[src/rtl/multicycle_fsm.sv]
// multicycle_fsm: RV32I multicycle control FSM; define MULTICYCLE_FSM_ILLEGAL_TRAP_EN to trap unknown opcodes in ERROR.
module multicycle_fsm (
  input  logic       clk,
  input  logic       reset,
  input  logic [6:0] op,
  input  logic       Zero,
  input  logic       MemReady,
  output logic       PCWrite,
  output logic       AdrSrc,
  output logic       MemWrite,
  output logic       IRWrite,
  output logic [1:0] ResultSrc,
  output logic [1:0] ALUSrcA,
  output logic [1:0] ALUSrcB,
  output logic [1:0] ALUOp,
  output logic [1:0] ImmSrc,
  output logic       RegWrite,
  output logic [3:0] State,
  output logic       Illegal
);
  typedef enum logic [3:0] {
    FETCH = 4'd0, DECODE = 4'd1, MEMADR = 4'd2, MEMREAD = 4'd3, MEMWB = 4'd4, MEMWRITE = 4'd5,
    EXECUTER = 4'd6, EXECUTEI = 4'd7, ALUWB = 4'd8, BEQ = 4'd9, JAL = 4'd10, ERROR = 4'd11
  } state_t;
`ifdef MULTICYCLE_FSM_ILLEGAL_TRAP_EN
  localparam state_t BAD_OP = ERROR;
`else
  localparam state_t BAD_OP = FETCH;
`endif
  state_t state_q, state_d, cur;
  logic pc_update, branch, ir_w, mem_w, reg_w;
  always_ff @(posedge clk) state_q <= reset ? FETCH : state_d;
  always_comb begin
    state_d = FETCH;
    case (state_q)
      FETCH:    state_d = MemReady ? DECODE : FETCH;
      DECODE:
        case (op)
          7'b0000011, 7'b0100011: state_d = MEMADR;
          7'b0110011:             state_d = EXECUTER;
          7'b0010011:             state_d = EXECUTEI;
          7'b1101111:             state_d = JAL;
          7'b1100011:             state_d = BEQ;
          default:                state_d = BAD_OP;
        endcase
      MEMADR:   state_d = op[5] ? MEMWRITE : MEMREAD;
      MEMREAD:  state_d = MemReady ? MEMWB : MEMREAD;
      MEMWRITE: state_d = MemReady ? FETCH : MEMWRITE;
      EXECUTER, EXECUTEI, JAL: state_d = ALUWB;
`ifdef MULTICYCLE_FSM_ILLEGAL_TRAP_EN
      ERROR:    state_d = ERROR;
`endif
      default:  state_d = FETCH;
    endcase
  end
  // Reset shows FETCH decode with every write enable masked off.
  always_comb begin
    cur = reset ? FETCH : state_q;
    pc_update = 1'b0;
    branch = 1'b0;
    ir_w = 1'b0;
    mem_w = 1'b0;
    reg_w = 1'b0;
    AdrSrc = 1'b0;
    ResultSrc = 2'b00;
    ALUSrcA = 2'b00;
    ALUSrcB = 2'b00;
    ALUOp = 2'b00;
    case (cur)
      FETCH: begin
        ir_w = MemReady;
        pc_update = MemReady;
        ALUSrcB = 2'b10;
        ResultSrc = 2'b10;
      end
      DECODE: begin
        ALUSrcA = 2'b01;
        ALUSrcB = 2'b01;
      end
      MEMADR: begin
        ALUSrcA = 2'b10;
        ALUSrcB = 2'b01;
      end
      MEMREAD: AdrSrc = 1'b1;
      MEMWB: begin
        ResultSrc = 2'b01;
        reg_w = 1'b1;
      end
      MEMWRITE: begin
        AdrSrc = 1'b1;
        mem_w = 1'b1;
      end
      EXECUTER: begin
        ALUSrcA = 2'b10;
        ALUOp = 2'b10;
      end
      EXECUTEI: begin
        ALUSrcA = 2'b10;
        ALUSrcB = 2'b01;
        ALUOp = 2'b10;
      end
      ALUWB: reg_w = 1'b1;
      BEQ: begin
        ALUSrcA = 2'b10;
        ALUOp = 2'b01;
        branch = 1'b1;
      end
      JAL: begin
        ALUSrcA = 2'b01;
        ALUSrcB = 2'b10;
        pc_update = 1'b1;
      end
      default: ;
    endcase
  end
  always_comb begin
    ImmSrc = (op == 7'b0100011) ? 2'b01 :
             (op == 7'b1100011) ? 2'b10 :
             (op == 7'b1101111) ? 2'b11 : 2'b00;
  end
  assign PCWrite  = ~reset & (pc_update | (branch & Zero));
  assign IRWrite  = ~reset & ir_w;
  assign MemWrite = ~reset & mem_w;
  assign RegWrite = ~reset & reg_w;
  assign State    = cur;
`ifdef MULTICYCLE_FSM_ILLEGAL_TRAP_EN
  assign Illegal  = ~reset & (state_q == ERROR);
`else
  assign Illegal  = 1'b0;
`endif
endmodule
[config.mk]
export PLATFORM = sky130hd
export DESIGN_NAME = multicycle_fsm
export DESIGN_NICKNAME = d
export VERILOG_FILES = /design/src/rtl/multicycle_fsm.sv
export SDC_FILE = /design/constraint.sdc
export NUM_CORES = 1
export LEC_CHECK = 0
export BUFFER_PORTS_ARGS = -buffer_cell sky130_fd_sc_hd__buf_2
export CAP_MARGIN = 15
export CORE_MARGIN = 2
export CORE_UTILIZATION = 43
export DETAILED_ROUTE_END_ITERATION = 6
export HOLD_SLACK_MARGIN = 0.12
export PLACE_DENSITY = 0.77
export REMOVE_ABC_BUFFERS = 1
export SKIP_LAST_GASP = 1
export SYNTH_ARGS = -nofsm -noshare
export SYNTH_HDL_FRONTEND = slang
export SYNTH_SLANG_ARGS = --single-unit
[constraint.sdc]
create_clock -name clk -period 1.47 [get_ports clk]
set_clock_uncertainty 0.05 [all_clocks]
set_input_delay 0.0735 -clock clk [delete_from_list [all_inputs] [get_ports clk]]
set_output_delay 0.0735 -clock clk [all_outputs]
set_load 0.005 [all_outputs]
==> results.py <==
metrics = {
    "route": {
        "viasPerCell": 5.47,
        "first_pass_iters": 4,
        "drt_iter0_drc": 12,
        "drt_drc_violations_left": 0,
        "antenna_left": 0,
        "wirelength_um": 1770,
        "vias": 777,
        "avgRoutedWirePerCell_um": 12.5,
    },
    "timing": {
        "max_freq_mhz": 666,
        "hold-worst-slack_ns": 0.129,
        "setup_ws_ns": -0.0321,
        "finalHoldViolCount": 0,
        "final.period_utilization": 1.02,
        "rsz0062_at_grt": "yes",
        "slew_violations": 0,
        "setup_violations": 1,
        "fin_crit_ns": 1.50,
    },
    "grt": {
        "antenna_found_initial": 0,
        "grt_max_degree": 16,
        "overflow": 0,
        "grt_pass1_wl_um": 2440,
        "first_global_vias": 595,
        "grt_use_total": 0.217,
    },
    "synthesis": {
        "synth-async-reset-ratio": 0,
        "synthMuxAreaShare": 0.0557,
        "syn_area_um2": 584,
        "synthCells": 83,
        "ys_seq_elements": 4,
        "synth_edf_count": 0,
        "synth_fa_ha_area_frac": 0,
        "synth_compound_area_frac": 0.167,
        "ys_warn_count": 0,
        "synth_top_family_by_area": "simple AND/OR/NAND/NOR gates",
        "ys_types": 33,
        "ys.flop_type": "dfxtp_1",
        "synth-xor-area-share": 0.0450,
        "yosysSeqAreaShare": 0.137,
        "synth-simple-area-share": 0.507,
        "syn_area_per_cell_um2": 7.04,
    },
    "die": {
        "die_h_um": 40.9,
        "dieWidth_um": 40.9,
        "core_um2": 1280,
        "start_util": 0.455,
        "io_pins": 31,
        "fp.dieArea_um2": 1670,
        "rows": 13,
    },
    "clock_tree": {
        "clock-sinks": 4,
        "clock_latency_ns": 0.24,
        "cts_root_buf": "clkbuf_4",
        "cts_made_buffers": 3,
        "cts_buffer_depth": 2,
        "cts.clk_slew.worst_paths_ns": 0.04,
        "tritoncts": "built",
        "cts_max_level": 1,
    },
    "layout": {
        "fin_cells": 142,
        "largest_reg_flops": 4,
        "layout.nets": 140,
        "antennaDiodeCount": 0,
        "drive_gt1_frac": 0.551,
        "area_delta_synth_final_pct": 67.2,
        "reg_top3": "state_q x4",
        "top_register": "state_q",
    },
    "pwr": {
        "power_mw": 0.364,
        "p_leak_nw": 0.464,
        "peakVddDrop_mv": 0.475,
        "p_per_area_nw_per_um2": 373,
    },
    "outcome": {
        "violations": "negative setup slack",
        "outcome": "finished with violations",
    },
    "critical_path": {
        "critPathKind": "register to output port",
        "cp_cell_sequence": "buf_6, buf_6, xnor2_2, nor4_1, buf_2",
        "crit_path_frequent_cell": "buf_6",
        "start_kind": "register",
        "slowest_delay_ns": 0.37,
        "crit_fanout": 7,
        "worstPathArrival_ns": 1.38,
        "crit_slowest_cell": "dfxtp_4",
        "worstPathRequired_ns": 1.35,
        "endpoint_kind": "output port",
    },
    "placement": {
        "place_ws_ns": 0.0176,
        "dp_hpwl_um": 1120,
        "io_buffers": 29,
        "gp_congestion": 0.782,
        "dp_cells": 127,
    },
    "flow_run": {
        "max_cap_viol_count": 0,
    },
    "worst_hold_path": {
        "hp-class": "input port to register",
    },
}
## worst paths after layout
check | slack (ns) | cells past startpoint | end | from
min reg2reg | 0.58 | 3 | state_q[0] | state_q[3]
max | -0.03 | 5 | RegWrite | state_q[3]
max reg2reg | 0.06 | 5 | state_q[2] | state_q[2]
min | 0.13 | 4 | state_q[0] | op[5]
## layer usage
metal,wire length (um),share of wire,track usage,up-vias
met4,0,0,0,0
met2,895,0.50,0.395,30
met1,776,0.44,0.263,363
met3,102,0.057,0.0652,0
li1,-,-,-,384
met5,0,0,0,-
## stage by stage
stage,utilization,TNS (ns),cell area [um^2]
5_1_grt,0.760,-0.118,977
3_5_place_dp,0.586,0,753
3_3_place_gp,0.586,0,753
2_1_floorplan,-,0,544
6_report,0.760,-0.0321,977
4_1_cts,0.677,0,870
## final cells by class
cell class | instances | area, um^2
multi-input cells | 71 | 526
repair buffers | 47 | 305
clock buffers | 3 | 22.5
inverters | 2 | 10.0
fillers | 101 | 308
well taps | 15 | 18.8
flip-flops and latches | 4 | 95.1
## cells in the mapped netlist (all sizes together) (3+ instances only)
| cell | count | share of area |
|---|---|---|
| nand2 | 6 | 0.039 |
| o21ai | 4 | 0.034 |
| buf | 6 | 0.069 |
| nor2 | 11 | 0.071 |
| nor4b | 3 | 0.096 |
| nor2b | 4 | 0.043 |
| dfxtp | 4 | 0.14 |
| a21oi | 6 | 0.051 |
| nor3 | 7 | 0.060 |
| nand2b | 4 | 0.043 |
## cells in the final DEF, fill, tap and decap left out, types with 3 or more instances in the layout
| cell type | instances |
|---|---|
| buf_2 | 29 |
| buf_4 | 10 |
| nor2_1 | 8 |
| nor3_1 | 6 |
| nand2_1 | 5 |
| dlygate4sd3_1 | 4 |
| buf_6 | 4 |
| dfxtp_4 | 4 |
| nor2_2 | 3 |
| a21oi_2 | 3 |
| o21ai_0 | 3 |
| a21oi_1 | 3 |
| clkbuf_4 | 3 |
## power breakdown
group	switching, mW	internal (mW)
sequential	0.00388	0.105
combinational	0.0568	0.0626
clock	0.0444	0.0912
## critical path: cells and delay by family (launching register included)
family	cells	cell delay, ns
XOR/XNOR	1	0.12
buffers and inverters	3	0.40
AND/OR/NAND/NOR	1	0.24
flip-flops	1	0.37
## cell families (layout without fill, tap and decap cells)
kind of cell,after synthesis,in the layout
compound gates,16,16
flops,4,4
other cells,1,1
mux,3,3
xor+xnor,3,3
simple gates,48,48
buf+inv,8,52
## timing repair
item / CTS / global route
hold buffers: 4 / 0
hold endpoints to repair: 2 / 0
gates resized for setup: 9 / 22
endpoints found under the setup margin: 10 / 8
pin swaps: 0 / 7
setup buffers: 4 / 4
(Power assumes the default switching activity.)
